<file path="src/rtl/sat_counter.sv">
// Saturating event counter.
//   clk   : clock
//   rst_n : asynchronous active-low reset, clears the count
//   inc   : add one this cycle (ignored once the count is all ones)
//   clr   : synchronous clear, takes priority over inc
//   cnt   : current count
module sat_counter #(
  parameter int W = 8
) (
  input  logic         clk,
  input  logic         rst_n,
  input  logic         inc,
  input  logic         clr,
  output logic [W-1:0] cnt
);

  logic [W-1:0] cnt_q;
  logic [W-1:0] cnt_d;

  // NOTE: give every always_comb output a default first so no path leaves
  // it unassigned and a latch is never inferred.
  always_comb begin
    cnt_d = cnt_q;
    if (clr) begin
      cnt_d = '0;
    end else if (inc && (cnt_q != '1)) begin
      cnt_d = cnt_q + W'(1);
    end
  end

  // NOTE: sequential state uses non-blocking assignments so every flop
  // samples the pre-edge values, independent of statement order.
  always_ff @(posedge clk or negedge rst_n) begin
    if (!rst_n) begin
      cnt_q <= '0;
    end else begin
      cnt_q <= cnt_d;
    end
  end

  assign cnt = cnt_q;

endmodule

</file>
<file path="config.mk">
export PLATFORM = sky130hd
export DESIGN_NAME = sat_counter
export DESIGN_NICKNAME = d
export VERILOG_FILES = /design/src/rtl/sat_counter.sv
export SDC_FILE = /design/constraint.sdc
export NUM_CORES = 1
export LEC_CHECK = 0
export ABC_CLOCK_PERIOD_IN_PS = 1600
export CAP_MARGIN = 20
export CORE_AREA = 2 2 39 41
export CTS_CLUSTER_DIAMETER = 150
export DETAILED_ROUTE_END_ITERATION = 6
export DIE_AREA = 0 0 41 43
export PLACE_DENSITY = 0.71
export REMOVE_ABC_BUFFERS = 1
export SLEW_MARGIN = 20
export SYNTH_ARGS = -nofsm -noshare
export SYNTH_HDL_FRONTEND = slang
export SYNTH_SLANG_ARGS = --single-unit
</file>
<file path="constraint.sdc">
create_clock -name clk -period 1.6 [get_ports clk]
set_clock_uncertainty 0.15 [all_clocks]
set_input_delay 0.32 -clock clk [delete_from_list [all_inputs] [get_ports clk]]
set_output_delay 0.32 -clock clk [all_outputs]
set_load 0.05 [all_outputs]
</file>
; ---- Word level (Yosys, flattened, before mapping)
; Index checks and enable logic that the tools add are counted.
[totals]
regBits = 8
input_bits = 4
elab_cells = 7
[classes]
add_sub_neg = 1
n_eq_ne = 1
muxes = 2
n_reduce_logical = 2
[ops]
columns = op, n
row1 = $mux 8, 2
row2 = $add 8x1->8 const B, 1
row3 = $ne 8x8->1 const B, 1
row4 = $reduce_bool 2->1, 1
row5 = $logic_and 1x1->1, 1

; ---- Longest topological paths before layout
[logic_depth]
ltp_word = 4
depth_mapped = 4
mapped_depth_nobuf = 4

; ---- Worst setup path after synthesis
; No wires, ideal clock.
[synth_timing]
path_kind = reg2reg
start = register cnt_q[0] (netlist: cnt[0])
end = register cnt_q[0] (netlist: cnt[0])
setup_ns = 0.125
t_arrival_ns = 1.734
required_ns = 1.325
setup_slack_ns = -0.409
path_stages_with_launch = 5
period_less_slack_ns = 2.009
cell_sequence = dfrtp_1 -> ha_1 -> and4_2 -> a21boi_1 -> mux2_2
[synth_via]
elab_chain_cells = 3
word_cells_on_any_way = 6
[synth_lines]
columns = item, line_no
row1 = from (decl), 17  ; logic [W-1:0] cnt_q;
row2 = from (signal assigned), 37  ; cnt_q <= cnt_d;
row3 = $add 8x1->8 / $ne 8x8->1 (equally long branches), "27, 26"
row4 = $mux 8 / $logic_and 1x1->1 (equally long branches), 26  ; end else if (inc && (cnt_q != '1)) begin
row5 = $mux 8 / $reduce_bool 2->1 (equally long branches), n/a
; Several ways; a longest one is shown, not always the timed one. The select of a mux whose other input is x is not followed.
; A chain may end at the register's enable or synchronous reset.

; ---- Worst setup path after layout
; Same ends and word-level chain as after synthesis.

==> flow_metrics.py <==
metrics = {
    "synthesis": {
        "synth_ff_type": "dfrtp_1",
        "synth_fa_ha_area_share_pct": 2.70,
        "yosys.area_share.xor_xnor_pct": 0,
        "synthMuxAreaShare_pct": 7.01,
        "synth_top_family_by_area": "simple AND/OR/NAND/NOR gates",
        "synth_cell_types": 28,
        "synth_seq_cells": 8,
        "synth_compound_gate_area_share_pct": 12.7,
        "synth-simple-area-share_pct": 31.0,
        "yosysSeqAreaShare_pct": 43.1,
        "synth-edff-count": 0,
        "mappedNetlistArea_sq_um": 464,
        "avgSynthCellArea_sq_um": 9.47,
        "yosysWarnings": 0,
        "syn_inst": 49,
        "async_flop_share_pct": 100,
    },
    "timing": {
        "tns_ns": 0,
        "fin_crit_sh_pct": 97.7,
        "hold_viol": 0,
        "slew_headroom_pct": 74.6,
        "fin_crit_ns": 1.56,
        "holdWs_ns": 0.195,
        "maxSlewViolCount": 0,
        "clock.fmax_mhz": 640,
        "tightest_slew_ns": 0.371,
        "setup_viol": 0,
    },
    "power": {
        "powerDensity_mw_per_mm2": 584,
        "irDropWorstVdd_v": 0.000489,
        "cellLeakagePower_nw": 0.353,
        "total_power_mw": 0.465,
    },
    "routing": {
        "firstDrtPassIters": 4,
        "route.detailed.drc": 0,
        "avgRoutedWirePerCell_um": 14.5,
        "routed-via-count": 481,
        "drt-initial-drc-count": 19,
        "finalWirelength_um": 1300,
        "antenna_left": 0,
        "via_per_inst": 5.34,
    },
    "placed_design": {
        "portBuffers": 11,
        "place_congestion": 0.843,
        "dp_hpwl_um": 986,
    },
    "clock_tree": {
        "clk_latency_ns": 0.25,
        "post-cts-setup-buffers": 0,
        "root_buffer": "clkbuf_4",
        "hold_buffers": 0,
        "cts_buffer_depth": 2,
        "cts_tree": "done",
        "clk_pin_slew_ns": 0.06,
        "cts_buffers": 3,
        "cts.sinks": 8,
        "h-tree-depth": 1,
    },
    "floorplanning": {
        "die_h_um": 43,
        "initial_core_util_pct": 33.5,
        "fp.dieW_um": 41,
        "die_area_sq_mm": 0.00176,
        "io_pins": 12,
        "rows": 14,
        "core-area_sq_mm": 0.00138,
    },
    "cells_and_area": {
        "n_antenna_cell": 0,
        "fill_cells": 117,
        "fin_util_pct": 57.5,
        "drive_gt1_share_pct": 40.5,
        "layout_commonest_cell": "buf_4",
        "layout_common_cells": "13 x buf_4, 8 x dfrtp_1, 8 x buf_12",
        "largest_register_ffs": 8,
        "fin_nets": 81,
        "area_growth_pct": 71.4,
    },
    "global_routing": {
        "antenna_found_initial": 0,
        "grt_max_degree": 9,
        "grt.total_usage_pct": 18.1,
        "grt-ovfl-total": 0,
        "grt_pass1_vias": 477,
        "grt_pass1_wl_um": 2130,
    },
    "worst_setup_path": {
        "critPathSlowestCell": "dfrtp_1",
        "start_kind": "flip-flop",
        "cpPeakStageDelay_ns": 0.39,
        "required_ns": 1.59,
        "worstRegToRegCells": 4,
        "critical_path_class": "flip-flop to flip-flop",
        "cp.arrival_ns": 1.55,
        "end_kind": "flip-flop",
        "cp_max_fo": 3,
        "crit_chain": "ha_2 > and4_4 > a21boi_2 > mux2_2",
    },
    "status": {
        "status": "finished, final reports clean",
    },
    "flow_run": {
        "drv_cap": 0,
    },
    "worst_hold_path": {
        "hold_class": "input port to asynchronous set/reset pin",
    },
}
## per-layer routing
metal  share of wire (%)  track usage [%]
met1                  40             21.1
met2                  57             30.0
met3                 2.4             3.66
met4                   0             8.00
met5                   0                0
## worst max-delay path: cells and delay by family (launching register included)
| kind | cells | cell delay (ns) |
|---|---|---|
| DFF | 1 | 0.39 |
| muxes | 1 | 0.35 |
| adders and majority gates | 1 | 0.20 |
| and+or+nand+nor | 1 | 0.19 |
| AOI/OAI and AO/OA | 1 | 0.16 |
## report_power, final
part / internal (mW) / total (mW) / leakage, nW / switching (mW)
Combinational: 0.0465 / 0.0957 / 0.229 / 0.0493
Sequential: 0.207 / 0.211 / 0.110 / 0.00377
Clock: 0.0861 / 0.158 / 0.0138 / 0.0721
Total: 0.340 / 0.465 / 0.353 / 0.125
## cells in the mapped netlist, drive strengths merged (2+ instances only)
| master | n | share of area, % |
|---|---|---|
| nor2 | 2 | 1.6 |
| inv | 2 | 1.6 |
| mux2 | 2 | 4.9 |
| nor3 | 4 | 4.3 |
| and4 | 2 | 4.0 |
| dfrtp | 8 | 43 |
| nand2b | 3 | 4.0 |
| nor2b | 3 | 4.0 |
| a21oi | 3 | 3.2 |
| nand3 | 3 | 4.3 |
| nand2 | 2 | 1.6 |
## area by class of cell
class	count	area, sq um	area share, %
Timing Repair Buffer	24	290	36.5
Inverter	2	7.51	0.943
Sequential cell	8	200	25.2
Tap cell	16	20.0	2.52
Clock buffer	3	22.5	2.83
Multi-Input combinational cell	37	255	32.1
## per-stage QoR
| step | instances | cell area [sq um] | worst slack (ns) |
|---|---|---|---|
| finish | 90 | 796 | 0.0368 |
| global route | 90 | 796 | -0.0123 |
| CTS | 90 | 791 | 0.000769 |
| detailed placement | 87 | 763 | -0.260 |
| global placement | 87 | 763 | -0.162 |
| floorplan | 47 | 455 | -0.409 |
## cells by family after synthesis
| kind of cell | Yosys count |
|---|---|
| and+or+nand+nor | 24 |
| AOI/OAI and AO/OA | 9 |
| DFF | 8 |
| buffers and inverters | 4 |
| muxes | 3 |
| adders and majority gates | 1 |
## repair_timing
| item | CTS | global route |
|---|---|---|
| pin swaps | 1 | 1 |
| setup endpoints to repair | 3 | 4 |
| endpoints found under the hold margin | 0 | 0 |
| resized for setup | 2 | 2 |
## path summary, 6_finish.rpt
check,slack (ns),to,start
setup reg to reg,0.04,cnt[0],cnt[0]
hold reg to reg,0.52,cnt[7],cnt[7]
min in group clk,0.41,cnt[4],inc
setup / recovery,0.04,cnt[0],cnt[0]
hold / removal,0.20,cnt[4],rst_n
max in group asynchronous,0.83,cnt[2],rst_n
No activity file was read; power rests on OpenSTA's default activity.
